## src/rtl/mem_stage_pkg.sv

```systemverilog
// mem_stage_pkg: shared definitions for the memory stage.
//   - widths of the register-file address/data and memory-operator buses
//   - memory operator encodings (anything outside 0..8 behaves as NONE)
//   - bus byte-select constants (big-endian: bit 3 = byte 0 = bits 31:24)
//   - FSM state encoding and small operator classification helpers
package mem_stage_pkg;

  localparam int MEM_OPERATOR_BUS = 4;
  localparam int REGS_ADDR_BUS    = 5;
  localparam int REGS_DATA_BUS    = 32;

  localparam logic ENABLE  = 1'b1;
  localparam logic DISABLE = 1'b0;

  localparam logic [MEM_OPERATOR_BUS-1:0] MEM_NONE = 4'd0;
  localparam logic [MEM_OPERATOR_BUS-1:0] MEM_LB   = 4'd1;
  localparam logic [MEM_OPERATOR_BUS-1:0] MEM_LBU  = 4'd2;
  localparam logic [MEM_OPERATOR_BUS-1:0] MEM_LH   = 4'd3;
  localparam logic [MEM_OPERATOR_BUS-1:0] MEM_LHU  = 4'd4;
  localparam logic [MEM_OPERATOR_BUS-1:0] MEM_LW   = 4'd5;
  localparam logic [MEM_OPERATOR_BUS-1:0] MEM_SB   = 4'd6;
  localparam logic [MEM_OPERATOR_BUS-1:0] MEM_SH   = 4'd7;
  localparam logic [MEM_OPERATOR_BUS-1:0] MEM_SW   = 4'd8;

  localparam logic [3:0] BSEL_BYTE    = 4'b1000;  // shifted right by addr[1:0]
  localparam logic [3:0] BSEL_HALF_HI = 4'b1100;
  localparam logic [3:0] BSEL_HALF_LO = 4'b0011;
  localparam logic [3:0] BSEL_WORD    = 4'b1111;

  typedef enum logic {
    STATE_IDLE   = 1'b0,
    STATE_ACCESS = 1'b1
  } state_t;

  function automatic logic is_load(input logic [MEM_OPERATOR_BUS-1:0] op);
    return (op == MEM_LB) || (op == MEM_LBU) || (op == MEM_LH) ||
           (op == MEM_LHU) || (op == MEM_LW);
  endfunction

  function automatic logic is_store(input logic [MEM_OPERATOR_BUS-1:0] op);
    return (op == MEM_SB) || (op == MEM_SH) || (op == MEM_SW);
  endfunction

  function automatic logic is_byte_op(input logic [MEM_OPERATOR_BUS-1:0] op);
    return (op == MEM_LB) || (op == MEM_LBU) || (op == MEM_SB);
  endfunction

  function automatic logic is_half_op(input logic [MEM_OPERATOR_BUS-1:0] op);
    return (op == MEM_LH) || (op == MEM_LHU) || (op == MEM_SH);
  endfunction

  function automatic logic is_word_op(input logic [MEM_OPERATOR_BUS-1:0] op);
    return (op == MEM_LW) || (op == MEM_SW);
  endfunction

  // Byte accesses can never be misaligned.
  function automatic logic is_misaligned(input logic [MEM_OPERATOR_BUS-1:0] op,
                                         input logic [1:0] offset);
    return (is_half_op(op) && offset[0]) || (is_word_op(op) && (offset != 2'b00));
  endfunction

endpackage

```

## src/rtl/mem_load_align.sv

```systemverilog
// mem_load_align: combinational load-data lane selection and extension.
// Ports:
//   read_data   in  32  raw word from the data bus (big-endian lanes)
//   byte_offset in  2   low address bits of the load
//   operator    in  4   memory operator of the load
//   load_value  out 32  selected lane, sign- or zero-extended
module mem_load_align
  import mem_stage_pkg::*;
(
  input  logic [REGS_DATA_BUS-1:0]    read_data,
  input  logic [1:0]                  byte_offset,
  input  logic [MEM_OPERATOR_BUS-1:0] operator,
  output logic [REGS_DATA_BUS-1:0]    load_value
);

  logic [7:0]  lane [4];
  logic [7:0]  byte_sel;
  logic [15:0] half_sel;

  // Lane gi is byte address gi within the word; byte 0 is the MSB.
  for (genvar gi = 0; gi < 4; gi++) begin : g_lane
    assign lane[gi] = read_data[31-8*gi -: 8];
  end

  assign byte_sel = lane[byte_offset];
  assign half_sel = byte_offset[1] ? read_data[15:0] : read_data[31:16];

  always_comb begin
    load_value = '0;
    case (operator)
      MEM_LB:  load_value = {{24{byte_sel[7]}}, byte_sel};
      MEM_LBU: load_value = {24'd0, byte_sel};
      MEM_LH:  load_value = {{16{half_sel[15]}}, half_sel};
      MEM_LHU: load_value = {16'd0, half_sel};
      MEM_LW:  load_value = read_data;
      default: load_value = '0;
    endcase
  end

endmodule

```

## src/rtl/mem_stage.sv

```systemverilog
// mem_stage: memory access stage and MEM/WB boundary register.
// Ports:
//   clock, reset (async, active-low)
//   input_write_addr/enable/data : execute result
//   mem_operator, mem_address, mem_store_data : load/store request
//   flush                        : discard the instruction in this stage
//   bus_request/write/address/byte_select/write_data : registered bus request
//   bus_read_data, bus_ack       : bus response (ack is a one-cycle strobe)
//   stall_request                : combinational upstream freeze
//   write_addr/enable/data       : registered writeback triple
//   misaligned_error, bus_timeout_error : one-cycle fault pulses
module mem_stage
  import mem_stage_pkg::*;
#(
  parameter int TIMEOUT_CYCLES = 255
) (
  input  logic                        clock,
  input  logic                        reset,
  input  logic [REGS_ADDR_BUS-1:0]    input_write_addr,
  input  logic                        input_write_enable,
  input  logic [REGS_DATA_BUS-1:0]    input_write_data,
  input  logic [MEM_OPERATOR_BUS-1:0] mem_operator,
  input  logic [31:0]                 mem_address,
  input  logic [31:0]                 mem_store_data,
  input  logic                        flush,
  output logic                        bus_request,
  output logic                        bus_write,
  output logic [31:0]                 bus_address,
  output logic [3:0]                  bus_byte_select,
  output logic [31:0]                 bus_write_data,
  input  logic [31:0]                 bus_read_data,
  input  logic                        bus_ack,
  output logic                        stall_request,
  output logic [REGS_ADDR_BUS-1:0]    write_addr,
  output logic                        write_enable,
  output logic [REGS_DATA_BUS-1:0]    write_data,
  output logic                        misaligned_error,
  output logic                        bus_timeout_error
);

  state_t                      state_reg, state_next;
  logic [7:0]                  counter_reg;
  logic                        pending_flush_reg;
  logic [MEM_OPERATOR_BUS-1:0] op_reg;
  logic [1:0]                  offset_reg;

  logic                        is_mem;
  logic                        misaligned;
  logic                        start_access;
  logic                        timeout_hit;
  logic [3:0]                  req_byte_select;
  logic [31:0]                 req_write_data;
  logic [REGS_DATA_BUS-1:0]    load_value;

  assign is_mem       = is_load(mem_operator) || is_store(mem_operator);
  assign misaligned   = is_misaligned(mem_operator, mem_address[1:0]);
  assign start_access = is_mem && !misaligned && !flush;
  // Counter starts at 0 on entry, so TIMEOUT_CYCLES ack-less cycles elapse.
  assign timeout_hit  = (counter_reg == 8'(TIMEOUT_CYCLES - 1));

  always_comb begin
    req_byte_select = BSEL_WORD;
    if (is_byte_op(mem_operator)) begin
      req_byte_select = BSEL_BYTE >> mem_address[1:0];
    end else if (is_half_op(mem_operator)) begin
      req_byte_select = mem_address[1] ? BSEL_HALF_LO : BSEL_HALF_HI;
    end
  end

  // Store data is replicated so whichever lanes are selected carry it.
  for (genvar gi = 0; gi < 4; gi++) begin : g_store_lane
    assign req_write_data[31-8*gi -: 8] =
        is_byte_op(mem_operator) ? mem_store_data[7:0] :
        is_half_op(mem_operator) ? ((gi % 2 == 0) ? mem_store_data[15:8]
                                                  : mem_store_data[7:0]) :
        mem_store_data[31-8*gi -: 8];
  end

  mem_load_align u_load_align (
    .read_data   (bus_read_data),
    .byte_offset (offset_reg),
    .operator    (op_reg),
    .load_value  (load_value)
  );

  always_ff @(posedge clock or negedge reset) begin
    if (!reset) begin
      state_reg <= STATE_IDLE;
    end else begin
      state_reg <= state_next;
    end
  end

  // Stall drops in the ack/timeout cycle so upstream advances on that edge.
  always_comb begin
    state_next    = state_reg;
    stall_request = 1'b0;
    case (state_reg)
      STATE_IDLE: begin
        if (start_access) begin
          state_next    = STATE_ACCESS;
          stall_request = 1'b1;
        end
      end
      STATE_ACCESS: begin
        if (bus_ack || timeout_hit) begin
          state_next = STATE_IDLE;
        end else begin
          stall_request = 1'b1;
        end
      end
      default: state_next = STATE_IDLE;
    endcase
  end

  always_ff @(posedge clock or negedge reset) begin
    if (!reset) begin
      counter_reg       <= '0;
      pending_flush_reg <= 1'b0;
      op_reg            <= MEM_NONE;
      offset_reg        <= '0;
      bus_request       <= 1'b0;
      bus_write         <= 1'b0;
      bus_address       <= '0;
      bus_byte_select   <= '0;
      bus_write_data    <= '0;
      write_addr        <= '0;
      write_enable      <= DISABLE;
      write_data        <= '0;
      misaligned_error  <= 1'b0;
      bus_timeout_error <= 1'b0;
    end else begin
      misaligned_error  <= 1'b0;
      bus_timeout_error <= 1'b0;
      case (state_reg)
        STATE_IDLE: begin
          pending_flush_reg <= 1'b0;
          if (flush) begin
            write_enable <= DISABLE;
          end else if (!is_mem) begin
            write_addr   <= input_write_addr;
            write_enable <= input_write_enable;
            write_data   <= input_write_data;
          end else if (misaligned) begin
            write_enable     <= DISABLE;
            misaligned_error <= 1'b1;
          end else begin
            bus_request     <= 1'b1;
            bus_write       <= is_store(mem_operator);
            bus_address     <= {mem_address[31:2], 2'b00};
            bus_byte_select <= req_byte_select;
            bus_write_data  <= req_write_data;
            counter_reg     <= '0;
            op_reg          <= mem_operator;
            offset_reg      <= mem_address[1:0];
            write_enable    <= DISABLE;
          end
        end
        STATE_ACCESS: begin
          if (bus_ack) begin
            bus_request       <= 1'b0;
            pending_flush_reg <= 1'b0;
            if (is_load(op_reg)) begin
              // A flush arriving in the ack cycle itself also discards.
              write_addr   <= input_write_addr;
              write_enable <= input_write_enable && !pending_flush_reg && !flush;
              write_data   <= load_value;
            end else begin
              write_enable <= DISABLE;
            end
          end else if (timeout_hit) begin
            bus_request       <= 1'b0;
            pending_flush_reg <= 1'b0;
            write_enable      <= DISABLE;
            bus_timeout_error <= 1'b1;
          end else begin
            counter_reg <= counter_reg + 8'd1;
            if (flush) begin
              pending_flush_reg <= 1'b1;
            end
          end
        end
        default: ;
      endcase
    end
  end

endmodule

```

## config.mk

```make
export PLATFORM = sky130hd
export DESIGN_NAME = mem_stage
export DESIGN_NICKNAME = d
export VERILOG_FILES = /design/src/rtl/mem_stage_pkg.sv /design/src/rtl/mem_load_align.sv /design/src/rtl/mem_stage.sv
export SDC_FILE = /design/constraint.sdc
export NUM_CORES = 1
export LEC_CHECK = 0
export ABC_AREA = 1
export CORE_MARGIN = 1.5
export CORE_UTILIZATION = 49
export CTS_BUF_LIST = sky130_fd_sc_hd__clkbuf_4 sky130_fd_sc_hd__clkbuf_8 sky130_fd_sc_hd__clkbuf_16
export CTS_CLUSTER_SIZE = 24
export DETAILED_ROUTE_END_ITERATION = 10
export PLACE_DENSITY = 0.85
export SYNTH_ARGS = -nofsm -noshare
export SYNTH_HDL_FRONTEND = slang
export SYNTH_SLANG_ARGS = --single-unit
export TNS_END_PERCENT = 100
```

## constraint.sdc

```tcl
create_clock -name clock -period 3 [get_ports clock]
set_input_delay 0.45 -clock clock [delete_from_list [all_inputs] [get_ports clock]]
set_output_delay 0.45 -clock clock [all_outputs]
set_load 0.01 [all_outputs]
```

==> results.sh <==
export IMPL_worst_path_buf_inv=3
export IMPL_switchingPower_mw=2.50
export IMPL_syn_instance_count=1013
export IMPL_postRouteAntennaNets=0
export IMPL_synth_commonest_cells="nand2_1 (541), dfrtp_1 (124), nand3_1 (71), inv_1 (61), nor2_1 (51)"
export IMPL_drtPass1Iterations=5
export IMPL_std_cell_rows=43
export IMPL_reg_largest_list="bus_write_data (32), write_data (32), bus_address (30)"
export IMPL_crit_chain="clkdlybuf4s50_1 > nor2_2 > clkinv_1 > nand2_4 > nand3_2 > nand4_4 > nand2_1 > clkdlybuf4s50_1"
export IMPL_critPathLaunchType="primary input"
export IMPL_critPathSlowestCell="clkdlybuf4s50_1"
export IMPL_synth_warnings=0
export IMPL_place_ws_ns=0.270
export IMPL_synth_top_area_share_pct=45.1
export IMPL_synth_distinct_cells=32
export IMPL_fin_area_um2=10100
export IMPL_drc=0
export IMPL_r2r_cells=10
export IMPL_cp_depth=8
export IMPL_holdPathEnd="bus_address[17]"
export IMPL_finalPower_mw=7.47
export IMPL_hp_class="register to register"
export IMPL_die_w_um=121
export IMPL_setup_slack_ns=0.276
export IMPL_async_flop_share_pct=100
export IMPL_combPwrFrac_pct=38.0
export IMPL_hold_start="bus_address[17]"
export IMPL_wl_um=21800
export IMPL_antenna_cells=0
export IMPL_ir_worst_vdd_v=0.000434
export IMPL_power_internal_mw=4.97
export IMPL_place_area_um2=9480
export IMPL_dp_hpwl_um=15200
export IMPL_setup_violations_final=0
export IMPL_reg2reg_slack_ns=0.73
export IMPL_cp_data_required_time_ns=2.55
export IMPL_fin_tns_setup_ns=0
export IMPL_syn_area_um2=6880
export IMPL_grt_pass1_vias=7398
export IMPL_area_growth_synth_to_final_pct=46.8
export IMPL_grt_total_usage_pct=30.9
export IMPL_crit_start="mem_operator[1]"
export IMPL_arrival_ns=2.27
export IMPL_skew_ns=0.00801
export IMPL_fillers=1097
export IMPL_antenna_found_initial=0
export IMPL_power_density_nw_per_um2=739
export IMPL_rr_startpoint="offset_reg[1]"
export IMPL_slew_headroom_pct=48.0
export IMPL_power_frac_clock_pct=28.4
export IMPL_slowest_delay_ns=0.54
export IMPL_slew_violations=0
export IMPL_yosysMostFrequentCell="nand2_1"
export IMPL_tritoncts="done"
export IMPL_status="finished clean"
export IMPL_cp_common_cell="clkdlybuf4s50_1"
export IMPL_crit_family="buffers and inverters"
export IMPL_fin_crit_ns=2.72
export IMPL_cts_inserted_buffers=17
export IMPL_cap_viol_max_count=0
export IMPL_cts_setup_buffers=0
export IMPL_start_util_pct=50.0
export IMPL_gp_congestion=0.904
export IMPL_ys_seq_elements=124
export IMPL_max_freq_mhz=367
export IMPL_pwr_share_seq_pct=33.6
export IMPL_grt_pass1_wl_um=35400
export IMPL_clk_latency_ns=0.42
export IMPL_io_pins=253
export IMPL_io_buffers=250
export IMPL_wl_per_cell_um=15.1
export IMPL_fp_dieH_um=121
export IMPL_clkTransAtPathRegs_ns=0.05
export IMPL_tightestPinTransition_ns=0.778
export IMPL_drive_gt1_share_pct=6.02
export IMPL_vias=7356
export IMPL_synth_area_top_cells="dfrtp_1 (45%), nand2_1 (30%), nand3_1 (5.2%)"
export IMPL_root_buffer="clkbuf_16"
export IMPL_finalCritPeriodShare_pct=90.8
export IMPL_yosysTopAreaCell="dfrtp_1"
export IMPL_drt_initial_drc_count=720
export IMPL_rr_endpoint="write_data[20]"
export IMPL_clk_path_buf_depth=2
export IMPL_nets=1394
export IMPL_synth_area_per_cell_um2=6.79
export IMPL_end_kind="primary output"
export IMPL_p_sw_share_pct=33.5
export IMPL_cp_max_fo=10
export IMPL_overflow=0
export IMPL_core_area_um2=13800
export IMPL_vias_per_cell=5.10
export IMPL_synth_seq_area_share_pct=45.1
export IMPL_cts_htree_levels=4
export IMPL_synth_edf_count=0
export IMPL_clock_sinks=124
export IMPL_rsz0062_at_grt="no"
export IMPL_holdPathStages=2
export IMPL_final_hold_viol_count=0
export IMPL_die_area_um2=14800
export IMPL_synthFlopType="dfrtp_1"
export IMPL_grt_max_degree=91
export IMPL_p_leak_nw=5.21
export IMPL_crit_type="primary input to primary output"
## worst max path at each step
stage                     to
2_1_floorplan  stall_request
3_3_place_gp   stall_request
3_5_place_dp   stall_request
4_1_cts        stall_request
5_1_grt        stall_request
6_report       stall_request
## worst min-delay path, cell delays in order (launching register included)
cell,delay (ns)
dfrtp_1,0.34
nand2_1,0.05
nand2_1,0.05
## layout make-up
| type | count | area (um2) | area share [%] |
|---|---|---|---|
| clock inverter | 11 | 141 | 1.40 |
| inverter | 65 | 244 | 2.41 |
| timing repair buffer | 268 | 2680 | 26.5 |
| tap | 180 | 225 | 2.23 |
| sequential | 124 | 3100 | 30.7 |
| multi-input combinational | 774 | 3240 | 32.1 |
| clock buffer | 21 | 474 | 4.69 |
## stage by stage
| stage | util (%) | instances | hold WS (ns) |
|---|---|---|---|
| after floorplan | - | 1014 | 0.154 |
| after global placement | 68.8 | 1410 | 0.409 |
| after detailed placement | 68.8 | 1410 | 0.415 |
| after CTS | 73.4 | 1443 | 0.479 |
| after global routing | 73.4 | 1443 | 0.489 |
| final | 73.4 | 1443 | 0.473 |
## placed cells by master (no fill, tap or decap), types with 2 or more instances in the layout
| cell | count |
|---|---|
| bufinv_16 | 3 |
| buf_12 | 3 |
| nor2_2 | 3 |
| conb_1 | 2 |
| ha_1 | 2 |
| a21oi_1 | 28 |
| clkbuf_16 | 17 |
| clkbuf_8 | 3 |
| nor2_4 | 3 |
| and2_1 | 2 |
| clkdlybuf4s50_1 | 249 |
| inv_1 | 61 |
| clkinv_2 | 4 |
| o21ai_1 | 3 |
| nand4_1 | 3 |
| nand2_2 | 6 |
| dfrtp_1 | 124 |
| o21ai_0 | 42 |
| nand3_1 | 71 |
| inv_2 | 3 |
| nand2_1 | 541 |
| buf_4 | 15 |
| or2_2 | 7 |
| o21bai_1 | 2 |
| clkinvlp_4 | 3 |
| xor2_1 | 2 |
| nor2_1 | 50 |
## per-layer routing
layer / vias to the layer above / share of wire (%) / GRT usage [%]
met3: 77 / 11 / 10.1
met2: 367 / 47 / 50.0
met4: 0 / 4.5 / 16.8
met1: 3313 / 38 / 36.3
li1: 3599 / - / -
met5: - / 0 / 0
## cells by family after synthesis
group / synth area share, %
AND/OR/NAND/NOR: 40.3
adder cells (fa/ha/maj): 0.364
buffers and inverters: 8.09
AO/OA/AOI/OAI: 5.87
flip-flops: 45.1
XOR/XNOR: 0.255
other: 0.0545
## power groups by stage
stage                     logic (mW)  clock network [mW]  registers [mW]
final                           2.83                2.12            2.51
after global routing            3.13                2.24            2.56
after CTS                       2.85                2.15            2.51
after detailed placement        2.83                   0            2.51
after global placement          2.78                   0            2.51
after floorplan                 1.11                   0            2.70
## repair_timing
action | 4_1_cts | 5_1_grt
hold buffers | 1 | 0
resized for setup | 0 | 0
hold endpoints to repair | 29 | 0
Note: power is estimated with default switching activity, not from simulation.
